<file path="src/rtl/accel_pkg.sv">
// Shared constants, FSM encoding and helpers for the accelerometer averaging filter.
// Latency: none (declarations only).
// Backpressure: none.
package accel_pkg;

    localparam int          ACCEL_W        = 12;
    localparam int          SAMPLE_DIV_DEF = 1024;
    localparam int          LOG2_N_DEF     = 3;
    localparam logic [11:0] TILT_THR_DEF   = 12'd256;

    typedef enum logic [1:0] {
        IDLE  = 2'd0,
        ACCUM = 2'd1,
        DONE  = 2'd2
    } state_t;

    // Magnitude of a 12-bit two's complement value; -2048 maps to 2048, hence 13 bits.
    function automatic logic [ACCEL_W:0] mag12(input logic [ACCEL_W-1:0] v);
        logic [ACCEL_W:0] ext;
        ext = {v[ACCEL_W-1], v};
        return v[ACCEL_W-1] ? (~ext + 1'b1) : ext;
    endfunction

endpackage

</file>
<file path="src/rtl/accel_sample_tick.sv">
// Sample-rate divider: counts 0..SAMPLE_DIV-1 while en is high, tick marks the last count.
// Latency: tick is combinational from the registered count; the count clears the cycle after en drops.
// Backpressure: none; free-running while enabled.
module accel_sample_tick
    import accel_pkg::*;
#(
    parameter int SAMPLE_DIV = SAMPLE_DIV_DEF
) (
    input  logic clk,
    input  logic resetn,
    input  logic en,
    output logic tick
);

    localparam int               CNT_W = $clog2(SAMPLE_DIV);
    localparam logic [CNT_W-1:0] LAST  = CNT_W'(SAMPLE_DIV - 1);

    logic [CNT_W-1:0] div_q;
    logic [CNT_W-1:0] div_d;

    // Next count: hold at zero while disabled, wrap after the last count.
    always_comb begin
        div_d = div_q;
        if (!en) begin
            div_d = '0;
        end else if (div_q == LAST) begin
            div_d = '0;
        end else begin
            div_d = div_q + 1'b1;
        end
    end

    // Count register with synchronous reset.
    always_ff @(posedge clk) begin
        if (!resetn) begin
            div_q <= '0;
        end else begin
            div_q <= div_d;
        end
    end

    assign tick = en && (div_q == LAST);

endmodule

</file>
<file path="src/rtl/accel_avg_filter.sv">
// Windowed mean of Y/Z accelerometer samples with optional tilt flags (enabled by ACCEL_AVG_TILT_EN).
// Latency: first avg_valid 2^LOG2_N*SAMPLE_DIV+1 cycles after en is seen, then every 2^LOG2_N*SAMPLE_DIV.
// Backpressure: none; avg_valid is a one-cycle pulse, outputs hold between windows and while disabled.
module accel_avg_filter
    import accel_pkg::*;
#(
    parameter int          SAMPLE_DIV = SAMPLE_DIV_DEF,
    parameter int          LOG2_N     = LOG2_N_DEF,
    parameter logic [11:0] TILT_THR   = TILT_THR_DEF
) (
    input  logic        clk,
    input  logic        resetn,
    input  logic        en,
    input  logic [15:0] Y_n,
    input  logic [15:0] Z_n,
    output logic [11:0] y_avg,
    output logic [11:0] z_avg,
    output logic        avg_valid,
    output logic        tilt_y,
    output logic        tilt_z
);

    // Enough headroom for 2^LOG2_N full-scale samples, so the sum never wraps.
    localparam int ACC_W = ACCEL_W + LOG2_N;

    state_t                    state_q;
    logic signed [ACC_W-1:0]   acc_y_q;
    logic signed [ACC_W-1:0]   acc_z_q;
    logic signed [ACC_W-1:0]   acc_y_d;
    logic signed [ACC_W-1:0]   acc_z_d;
    logic signed [ACC_W-1:0]   y_shr;
    logic signed [ACC_W-1:0]   z_shr;
    logic [LOG2_N-1:0]         cnt_q;
    logic [ACCEL_W-1:0]        y_avg_q;
    logic [ACCEL_W-1:0]        z_avg_q;
    logic                      avg_valid_q;
    logic                      tick;
    logic                      div_en;
    logic                      last_smp;

    // The divider idles at zero until the FSM has left IDLE, which sets the first-window latency.
    assign div_en = en && (state_q != IDLE);

    accel_sample_tick #(
        .SAMPLE_DIV(SAMPLE_DIV)
    ) u_sample_tick (
        .clk   (clk),
        .resetn(resetn),
        .en    (div_en),
        .tick  (tick)
    );

    // Sign-extended sums, floor-mean by arithmetic shift, and end-of-window detect.
    always_comb begin
        acc_y_d  = acc_y_q + {{LOG2_N{Y_n[ACCEL_W-1]}}, Y_n[ACCEL_W-1:0]};
        acc_z_d  = acc_z_q + {{LOG2_N{Z_n[ACCEL_W-1]}}, Z_n[ACCEL_W-1:0]};
        y_shr    = acc_y_q >>> LOG2_N;
        z_shr    = acc_z_q >>> LOG2_N;
        last_smp = &cnt_q;
    end

    // Window FSM with accumulators and registered mean outputs.
    always_ff @(posedge clk) begin
        if (!resetn) begin
            state_q     <= IDLE;
            acc_y_q     <= '0;
            acc_z_q     <= '0;
            cnt_q       <= '0;
            y_avg_q     <= '0;
            z_avg_q     <= '0;
            avg_valid_q <= 1'b0;
        end else begin
            avg_valid_q <= 1'b0;
            case (state_q)
                IDLE: begin
                    if (en) begin
                        state_q <= ACCUM;
                    end
                end
                ACCUM: begin
                    if (!en) begin
                        // Partial window is dropped; outputs keep their last values.
                        state_q <= IDLE;
                        acc_y_q <= '0;
                        acc_z_q <= '0;
                        cnt_q   <= '0;
                    end else if (tick) begin
                        acc_y_q <= acc_y_d;
                        acc_z_q <= acc_z_d;
                        cnt_q   <= cnt_q + 1'b1;
                        if (last_smp) begin
                            state_q <= DONE;
                        end
                    end
                end
                DONE: begin
                    // Publishes even if en just fell, then leaves for IDLE.
                    y_avg_q     <= y_shr[ACCEL_W-1:0];
                    z_avg_q     <= z_shr[ACCEL_W-1:0];
                    avg_valid_q <= 1'b1;
                    acc_y_q     <= '0;
                    acc_z_q     <= '0;
                    cnt_q       <= '0;
                    state_q     <= en ? ACCUM : IDLE;
                end
                default: begin
                    state_q <= IDLE;
                end
            endcase
        end
    end

    assign y_avg     = y_avg_q;
    assign z_avg     = z_avg_q;
    assign avg_valid = avg_valid_q;

`ifdef ACCEL_AVG_TILT_EN
    logic tilt_y_q;
    logic tilt_z_q;
    logic unused_bits;

    // Tilt flags refresh together with the means, from the same shifted sums.
    always_ff @(posedge clk) begin
        if (!resetn) begin
            tilt_y_q <= 1'b0;
            tilt_z_q <= 1'b0;
        end else if (state_q == DONE) begin
            tilt_y_q <= mag12(y_shr[ACCEL_W-1:0]) > {1'b0, TILT_THR};
            tilt_z_q <= mag12(z_shr[ACCEL_W-1:0]) > {1'b0, TILT_THR};
        end
    end

    assign tilt_y      = tilt_y_q;
    assign tilt_z      = tilt_z_q;
    assign unused_bits = ^{Y_n[15:12], Z_n[15:12],
                           y_shr[ACC_W-1:ACCEL_W], z_shr[ACC_W-1:ACCEL_W]};
`else
    logic unused_bits;

    assign tilt_y      = 1'b0;
    assign tilt_z      = 1'b0;
    assign unused_bits = ^{Y_n[15:12], Z_n[15:12], TILT_THR,
                           y_shr[ACC_W-1:ACCEL_W], z_shr[ACC_W-1:ACCEL_W]};
`endif

endmodule

</file>
<file path="config.mk">
export PLATFORM = sky130hd
export DESIGN_NAME = accel_avg_filter
export DESIGN_NICKNAME = d
export VERILOG_FILES = /design/src/rtl/accel_pkg.sv /design/src/rtl/accel_sample_tick.sv /design/src/rtl/accel_avg_filter.sv
export SDC_FILE = /design/constraint.sdc
export NUM_CORES = 1
export LEC_CHECK = 0
export ABC_AREA = 0
export CELL_PAD_IN_SITES_DETAIL_PLACEMENT = 2
export CELL_PAD_IN_SITES_GLOBAL_PLACEMENT = 2
export CORE_ASPECT_RATIO = 0.75
export CORE_UTILIZATION = 29
export CTS_BUF_LIST = sky130_fd_sc_hd__clkbuf_4 sky130_fd_sc_hd__clkbuf_8 sky130_fd_sc_hd__clkbuf_16
export DETAILED_ROUTE_END_ITERATION = 7
export HOLD_SLACK_MARGIN = 0.1
export PLACE_DENSITY_LB_ADDON = 0.2
export SYNTH_ARGS = -nofsm -noshare
export SYNTH_HDL_FRONTEND = slang
export SYNTH_SLANG_ARGS = --single-unit
export TNS_END_PERCENT = 30
</file>
<file path="constraint.sdc">
create_clock -name clk -period 2.2 [get_ports clk]
set_clock_uncertainty 0.05 [all_clocks]
set_input_delay 0.44 -clock clk [delete_from_list [all_inputs] [get_ports clk]]
set_output_delay 0.44 -clock clk [all_outputs]
set_load 0.1 [all_outputs]
</file>
==> results of run 1 <==
## cells in the final DEF, fill, tap and decap left out, types with 3 or more instances in the layout
| cell | netlist | routed |
|---|---|---|
| buf_4 | 2 | 99 |
| nand2_1 | 91 | 90 |
| dfxtp_1 | 70 | 67 |
| nor2_1 | 24 | 24 |
| a21boi_0 | 24 | 24 |
| o21ai_0 | 31 | 22 |
| xor2_1 | 19 | 18 |
| a21oi_1 | 30 | 18 |
| ha_1 | 31 | 17 |
| xnor2_1 | 14 | 14 |
| clkdlybuf4s50_1 | 0 | 14 |
| o21ai_1 | 6 | 12 |
| a21o_1 | 11 | 11 |
| a21oi_2 | 0 | 10 |
| ha_4 | 0 | 10 |
| clkbuf_16 | 0 | 9 |
| nand3_1 | 8 | 8 |
| inv_1 | 8 | 8 |
| a22o_1 | 7 | 7 |
| dlymetal6s2s_1 | 0 | 7 |
| nand2b_1 | 5 | 5 |
| ha_2 | 0 | 4 |
| o211ai_1 | 3 | 3 |
| o21ai_2 | 0 | 3 |
| nor4_2 | 3 | 3 |
| dfxtp_2 | 0 | 3 |
| bufinv_16 | 0 | 3 |
| dlygate4sd2_1 | 0 | 3 |
## worst min-delay path by stage
stage	to	slack, ps	from	cells after the start
6_report	u_sample_tick.div_q[0]$_SDFF_PP0_	410	u_sample_tick.div_q[0]$_SDFF_PP0_	1
5_1_grt	y_avg[1]$_SDFFE_PN0P_	440	y_avg[1]$_SDFFE_PN0P_	2
4_1_cts	u_sample_tick.div_q[0]$_SDFF_PP0_	420	u_sample_tick.div_q[0]$_SDFF_PP0_	1
3_5_place_dp	u_sample_tick.div_q[0]$_SDFF_PP0_	400	u_sample_tick.div_q[0]$_SDFF_PP0_	1
3_3_place_gp	acc_y_q[2]$_SDFFE_PN0P_	390	acc_y_q[2]$_SDFFE_PN0P_	2
2_1_floorplan	acc_y_q[2]$_SDFFE_PN0P_	380	acc_y_q[2]$_SDFFE_PN0P_	2
## critical path, stage by stage
cell	delay, ps
clkdlybuf4s15_1	220
ha_2	220
fa_2	420
a21oi_2	180
o22ai_2	120
o31ai_1	250
o21ai_1	160
nor2_1	140
a211oi_2	60
a2bb2oi_2	140
## registers in the layout, summed over array words and instances, names as in the netlist
name,cells
u_sample_tick.div_q,10
state_q,2
avg_valid,1
cnt_q,3
y_avg,12
acc_y_q,15
z_avg,12
acc_z_q,15
## layout make-up
class	count	area, um^2
flip-flops and latches	70	1410
repair buffers	126	1040
clock buffers	9	225
well taps	166	208
multi-input cells	351	2560
fillers	1376	6950
clock inverters	6	111
inverters	8	30.0
## power by group through the flow
stage	logic, mW	registers, mW	clock network, mW
after floorplan	0.117	1.30	0
after global placement	0.251	1.30	0
after detailed placement	0.260	1.30	0
after CTS	0.272	1.27	1.74
after global routing	0.304	1.27	1.77
final	0.280	1.27	1.68
## what timing repair did
action / CTS / global route
pin swaps: 23 / 10
endpoints found under the setup margin: 14 / 15
hold endpoints to repair: 0 / 0
buffers inserted: 3 / 1
gates resized for setup: 32 / 33
## cell families (layout without fill, tap and decap cells)
logic type / after synthesis / count (layout) / share of synthesized area, %
AOI/OAI and AO/OA: 129 / 129 / 21.9
xor gates and xnor gates: 33 / 33 / 7.63
adders and majority gates: 33 / 33 / 11.3
buffers and inverters: 25 / 149 / 2.74
DFF: 70 / 70 / 37.0
muxes: 1 / 1 / 0.264
other: 1 / 2 / 0.0990
and+or+nand+nor: 153 / 153 / 19.1
## through the flow
stage               cell area, um^2  utilization, %  hold WS, ps
global route                   5580            44.5          435
floorplan                      3810               -          379
finish                         5580            44.5          410
CTS                            5410            43.2          416
detailed placement             4940            39.4          401
global placement               4940            39.4          391
## per-layer routing
layer,vias to the layer above,wire (um),global-route usage [%]
li1,1789,-,-
met1,1764,6110,25.3
met2,49,5870,33.4
met3,15,318,3.67
met4,0,176,5.86
met5,-,0,0
==> out/results.ini, run 1 <==
[status]
status=finished clean

[drt]
antenna_left=0
routed_via_density=4.91
first_pass_iters=4
wl_um=12500
drcViolationCount=0
vias=3617
wl_per_cell_um=16.9
drt-initial-drc-count=98

[worst_setup_path]
r2r-end=acc_z_q[14]$_SDFFE_PN0P_
cp_max_fo=4
endpoint_kind=register
rrSetupSlack_ps=10
worst-r2r-cell-count=9
rr_startpoint=acc_z_q[0]$_SDFFE_PN0P_
crit_path_end=acc_y_q[14]$_SDFFE_PN0P_
worstSetupPathType=input pin to register
startpoint_type=input pin
startpoint=Y_n[0]
arrival_ps=2360
required_ps=2370

[floorplanning]
die_area_um2=13500
row_count=35
core_area_um2=12500
die_h_um=101
initial_core_util_pct=30.2
chipWidth_um=134
ios=62

[finish]
num_antenna_cells=0
syn_to_final_growth_pct=47.3
instances_no_fill=736
drive_above_1_share_pct=29.8
fin_nets=634

[synthesis]
async_flop_share_pct=0
synth_edf_count=0
synth.most_common_cell=nand2_1
yosysUniqueCellTypes=48
ys_seq_elements=70
avgSynthCellArea_um2=8.51
syn_area_um2=3790
yosys-top-cells-count=nand2_1, dfxtp_1, ha_1, o21ai_0, a21oi_1
synth_top_area_share_pct=37.0
synth-seq-area-share_pct=37.0
yosys.area.top_type=dfxtp_1
synth_flop_cell=dfxtp_1
postSynthCellCount=445
synth_area_leaders=dfxtp_1, ha_1, nand2_1, a21boi_0, xor2_1
synth_warnings=0

[global_routing]
grt_overflow=0
grt_max_degree=29
grt_pass1_vias=4015
track_usage_pct=19.7
antenna_found_initial=0
grt_pass1_wl_um=20600

[place]
gp_congestion=0.777
numPortBuffers=51
dp_slack_ps=-739
dp.cells=717
hpwlAfterDp_um=9010

[power_and_ir_drop]
p_clk_share_pct=52.0
total_power_mw=3.23
switching_share_pct=22.5
irDropWorstVdd_mv=0.337
internal-power_mw=2.51
power_density_nw_per_um2=579
p_seq_share_pct=39.3
power.switching_uw=726
p_comb_share_pct=8.7
p_leak_nw=2.34

[cts]
clk_latency_ps=340
cts-htree-levels=3
cts_made_buffers=9
cts_tree=done
cts_max_path_buffers=2
clk_pin_slew_ps=60
hold_buffers=0
clock-sinks=70
root_buffer=clkbuf_16

[timing]
min_period_ps=2190
rsz0062_at_grt=yes
max_slew.worst_pin.slew_ps=531
layout_setup_ws_ps=11.1
slew-limit-headroom_pct=64.3
tns_ps=0
period_share_pct=99.5
setup_viol=0
hold_viol_final=0
timing.fmax_ghz=0.457
slew_viol_final=0

[min_path]
min_path_type=register to register

[run]
maxCapViolCount=0

Note: power is estimated with default switching activity, not from simulation.
==> run 2: changes to the inputs <==
--- a/config.mk
+++ b/config.mk
@@ -9,6 +9,7 @@
 export CELL_PAD_IN_SITES_DETAIL_PLACEMENT = 2
 export CELL_PAD_IN_SITES_GLOBAL_PLACEMENT = 2
 export CORE_ASPECT_RATIO = 0.75
+export CORE_MARGIN = 4
 export CORE_UTILIZATION = 29
 export CTS_BUF_LIST = sky130_fd_sc_hd__clkbuf_4 sky130_fd_sc_hd__clkbuf_8 sky130_fd_sc_hd__clkbuf_16
 export DETAILED_ROUTE_END_ITERATION = 7
==> out/results.ini, run 2 (synthesis results as in run 1) <==
[timing]
rsz0062_at_grt=yes  ; unchanged
timing.fmax_ghz=0.436  ; was 0.457 GHz
period_share_pct=104  ; was 99.5%
layout_setup_ws_ps=-94.0  ; was 11.1 ps
min_period_ps=2290  ; was 2190 ps
setup_viol=5  ; was 0
slew_viol_final=0  ; unchanged
timing.hold.ws_ps=411  ; was 410 ps
hold_viol_final=0  ; unchanged

[worst_setup_path]
startpoint=Y_n[9]  ; was Y_n[0]
worst-r2r-cell-count=8  ; was 9
path_depth=9  ; was 10
rrSetupSlack_ps=-90  ; was 10 ps
path_cells=clkdlybuf4s50_1 -> ha_1 -> inv_1 -> a2111oi_2 -> o31ai_2 -> o21ai_2 -> nor2_2 -> a211oi_2 -> a2bb2oi_2  ; was clkdlybuf4s15_1 -> ha_2 -> fa_2 -> a21oi_2 -> o22ai_2 -> o31ai_1 -> o21ai_1 -> nor2_1 -> a211oi_2 -> a2bb2oi_2
crit_buf_inv=2  ; was 1
worstSetupPathType=input pin to register  ; unchanged
cpLargestDelayFamily=compound AO/OA/AOI/OAI gates  ; unchanged
crit_path_end=acc_y_q[14]$_SDFFE_PN0P_  ; unchanged
cp_slowest_stage_delay_ps=410  ; was 420 ps
endpoint_kind=register  ; unchanged
rr_startpoint=acc_y_q[0]$_SDFFE_PN0P_  ; was acc_z_q[0]$_SDFFE_PN0P_
cp_max_fo=3  ; was 4
crit_slowest_cell=clkdlybuf4s50_1  ; was fa_2
arrival_ps=2500  ; was 2360 ps
required_ps=2410  ; was 2370 ps
r2r-end=acc_y_q[14]$_SDFFE_PN0P_  ; was acc_z_q[14]$_SDFFE_PN0P_
startpoint_type=input pin  ; unchanged

[min_path]
min_path_cells=2  ; was 1
min_path_type=register to register  ; unchanged

[cts]
cts_made_buffers=9  ; unchanged
clk_latency_ps=340  ; about the same
cts_max_path_buffers=2  ; unchanged
clock-sinks=70  ; unchanged
root_buffer=clkbuf_16  ; unchanged
clk_pin_slew_ps=60  ; about the same
cts_tree=done  ; unchanged
cts-htree-levels=3  ; unchanged
hold_buffers=0  ; unchanged

[finish]
n_fill_cell=1346  ; was 1,376
fin_nets=637  ; was 634
reg.largest.list=acc_y_q (15), acc_z_q (15)  ; unchanged
multi_input_area_um2=2590  ; was 2560 um^2
layout_common_cells=buf_4, nand2_1, dfxtp_1  ; unchanged
syn_to_final_growth_pct=46.9  ; was 47.3%
final_cell_area_um2=5560  ; was 5580 um^2
regArea_um2=1410  ; unchanged
drive_above_1_share_pct=30.4  ; was 29.8%
instances_no_fill=738  ; was 736
final_common_cell=buf_4  ; unchanged
num_antenna_cells=0  ; unchanged

[global_routing]
grt_pass1_wl_um=20900  ; was 20,600 um
grt_pass1_vias=4036  ; was 4,015
grt_max_degree=26  ; was 29
antenna_found_initial=0  ; unchanged
grt_overflow=0  ; unchanged
track_usage_pct=17.5  ; was 19.7%

[floorplanning]
die_h_um=107  ; was 101 um
core_area_um2=12500  ; unchanged
ios=62  ; unchanged
row_count=35  ; unchanged
initial_core_util_pct=30.2  ; unchanged
die_area_um2=15000  ; was 13,500 um^2
chipWidth_um=140  ; was 134 um

[power_and_ir_drop]
irDropWorstVdd_mv=0.297  ; was 0.337 mV
p_leak_nw=2.34  ; about the same
power_density_nw_per_um2=533  ; was 579 nW/um^2

[place]
place_area_um2=4950  ; was 4940 um^2
dp.cells=718  ; was 717
hpwlAfterDp_um=9250  ; was 9010 um
gp_congestion=0.801  ; was 0.777
numPortBuffers=51  ; unchanged

[drt]
first_pass_iters=4  ; unchanged
wl_um=13900  ; was 12,500 um
drt-initial-drc-count=103  ; was 98
routed_via_density=5.03  ; was 4.91
drcViolationCount=0  ; unchanged
antenna_left=0  ; unchanged
vias=3711  ; was 3,617
wl_per_cell_um=18.9  ; was 16.9 um

[run]
maxCapViolCount=0  ; unchanged

[status]
status=complete, but fails checks  ; was finished clean
violations=setup timing

run 2: cell types whose count changed in the layout (fill, tap and decap cells not counted), sizes merged:
cell,before,now
clkinv,2,1
clkbuf,9,14
buf,100,103
bufinv,3,0
dlygate4sd2,3,5
clkdlybuf4s15,2,1
clkdlybuf4s50,14,12
clkinvlp,1,0
run 2: timing repair:
action | CTS | global route
setup buffers | 3 | 3
pin swaps | 21 | 19
endpoints found under the setup margin | 16 | 15
gates resized for setup | 29 | 41
run 2: area by class of cell:
class / instances / area share (%)
tap: 166 / 3.73
clock buffer: 13 / 4.93
multi-input combinational: 351 / 46.5
inverter: 8 / 0.540
sequential: 70 / 25.3
timing repair buffer: 129 / 18.9
clock inverter: 1 / 0.0900
run 2: metal layers:
layer  share of wire [%]  GRT usage [%]
met4                 1.4           3.73
met5                   0              0
met1                  44           21.8
met2                  51           31.2
met3                 3.2           3.43
run 2: where the power goes:
part,total [mW],switching (mW),internal (mW)
combinational,0.287,0.152,0.135
clock,1.40,0.550,0.854
sequential,1.27,0.00224,1.27
total,2.96,0.705,2.26
run 2: worst min-delay path by stage:
stage	start	endpoint	slack (ps)
2_1_floorplan	acc_y_q[2]$_SDFFE_PN0P_	acc_y_q[2]$_SDFFE_PN0P_	380
3_3_place_gp	u_sample_tick.div_q[0]$_SDFF_PP0_	u_sample_tick.div_q[0]$_SDFF_PP0_	390
3_5_place_dp	z_avg[7]$_SDFFE_PN0P_	z_avg[7]$_SDFFE_PN0P_	410
4_1_cts	z_avg[7]$_SDFFE_PN0P_	z_avg[7]$_SDFFE_PN0P_	420
5_1_grt	z_avg[0]$_SDFFE_PN0P_	z_avg[0]$_SDFFE_PN0P_	430
6_report	z_avg[7]$_SDFFE_PN0P_	z_avg[7]$_SDFFE_PN0P_	410
run 2: worst min-delay path, delay by kind of cell (launching register included):
family	cells	cell delay, ps
compound gates	1	60
flops	1	300
simple gates	1	50
run 2: stage by stage:
step	power (mW)	utilization (%)	setup TNS, ps	setup WS [ps]
2_1_floorplan	1.42	-	-175	-94.0
3_3_place_gp	1.55	39.5	-7960	-674
3_5_place_dp	1.56	39.5	-9680	-782
4_1_cts	2.99	42.7	-294	-99.8
5_1_grt	3.06	44.4	-1010	-170
6_report	2.96	44.4	-290	-94.0
==> run 3: changes to the inputs <==
--- a/config.mk
+++ b/config.mk
@@ -12,6 +12,7 @@
 export CORE_MARGIN = 4
 export CORE_UTILIZATION = 29
 export CTS_BUF_LIST = sky130_fd_sc_hd__clkbuf_4 sky130_fd_sc_hd__clkbuf_8 sky130_fd_sc_hd__clkbuf_16
+export CTS_CLUSTER_SIZE = 24
 export DETAILED_ROUTE_END_ITERATION = 7
 export HOLD_SLACK_MARGIN = 0.1
 export PLACE_DENSITY_LB_ADDON = 0.2
==> results of run 3 <==
No change in the layout: final DEF, timing and power equal those of run 2.
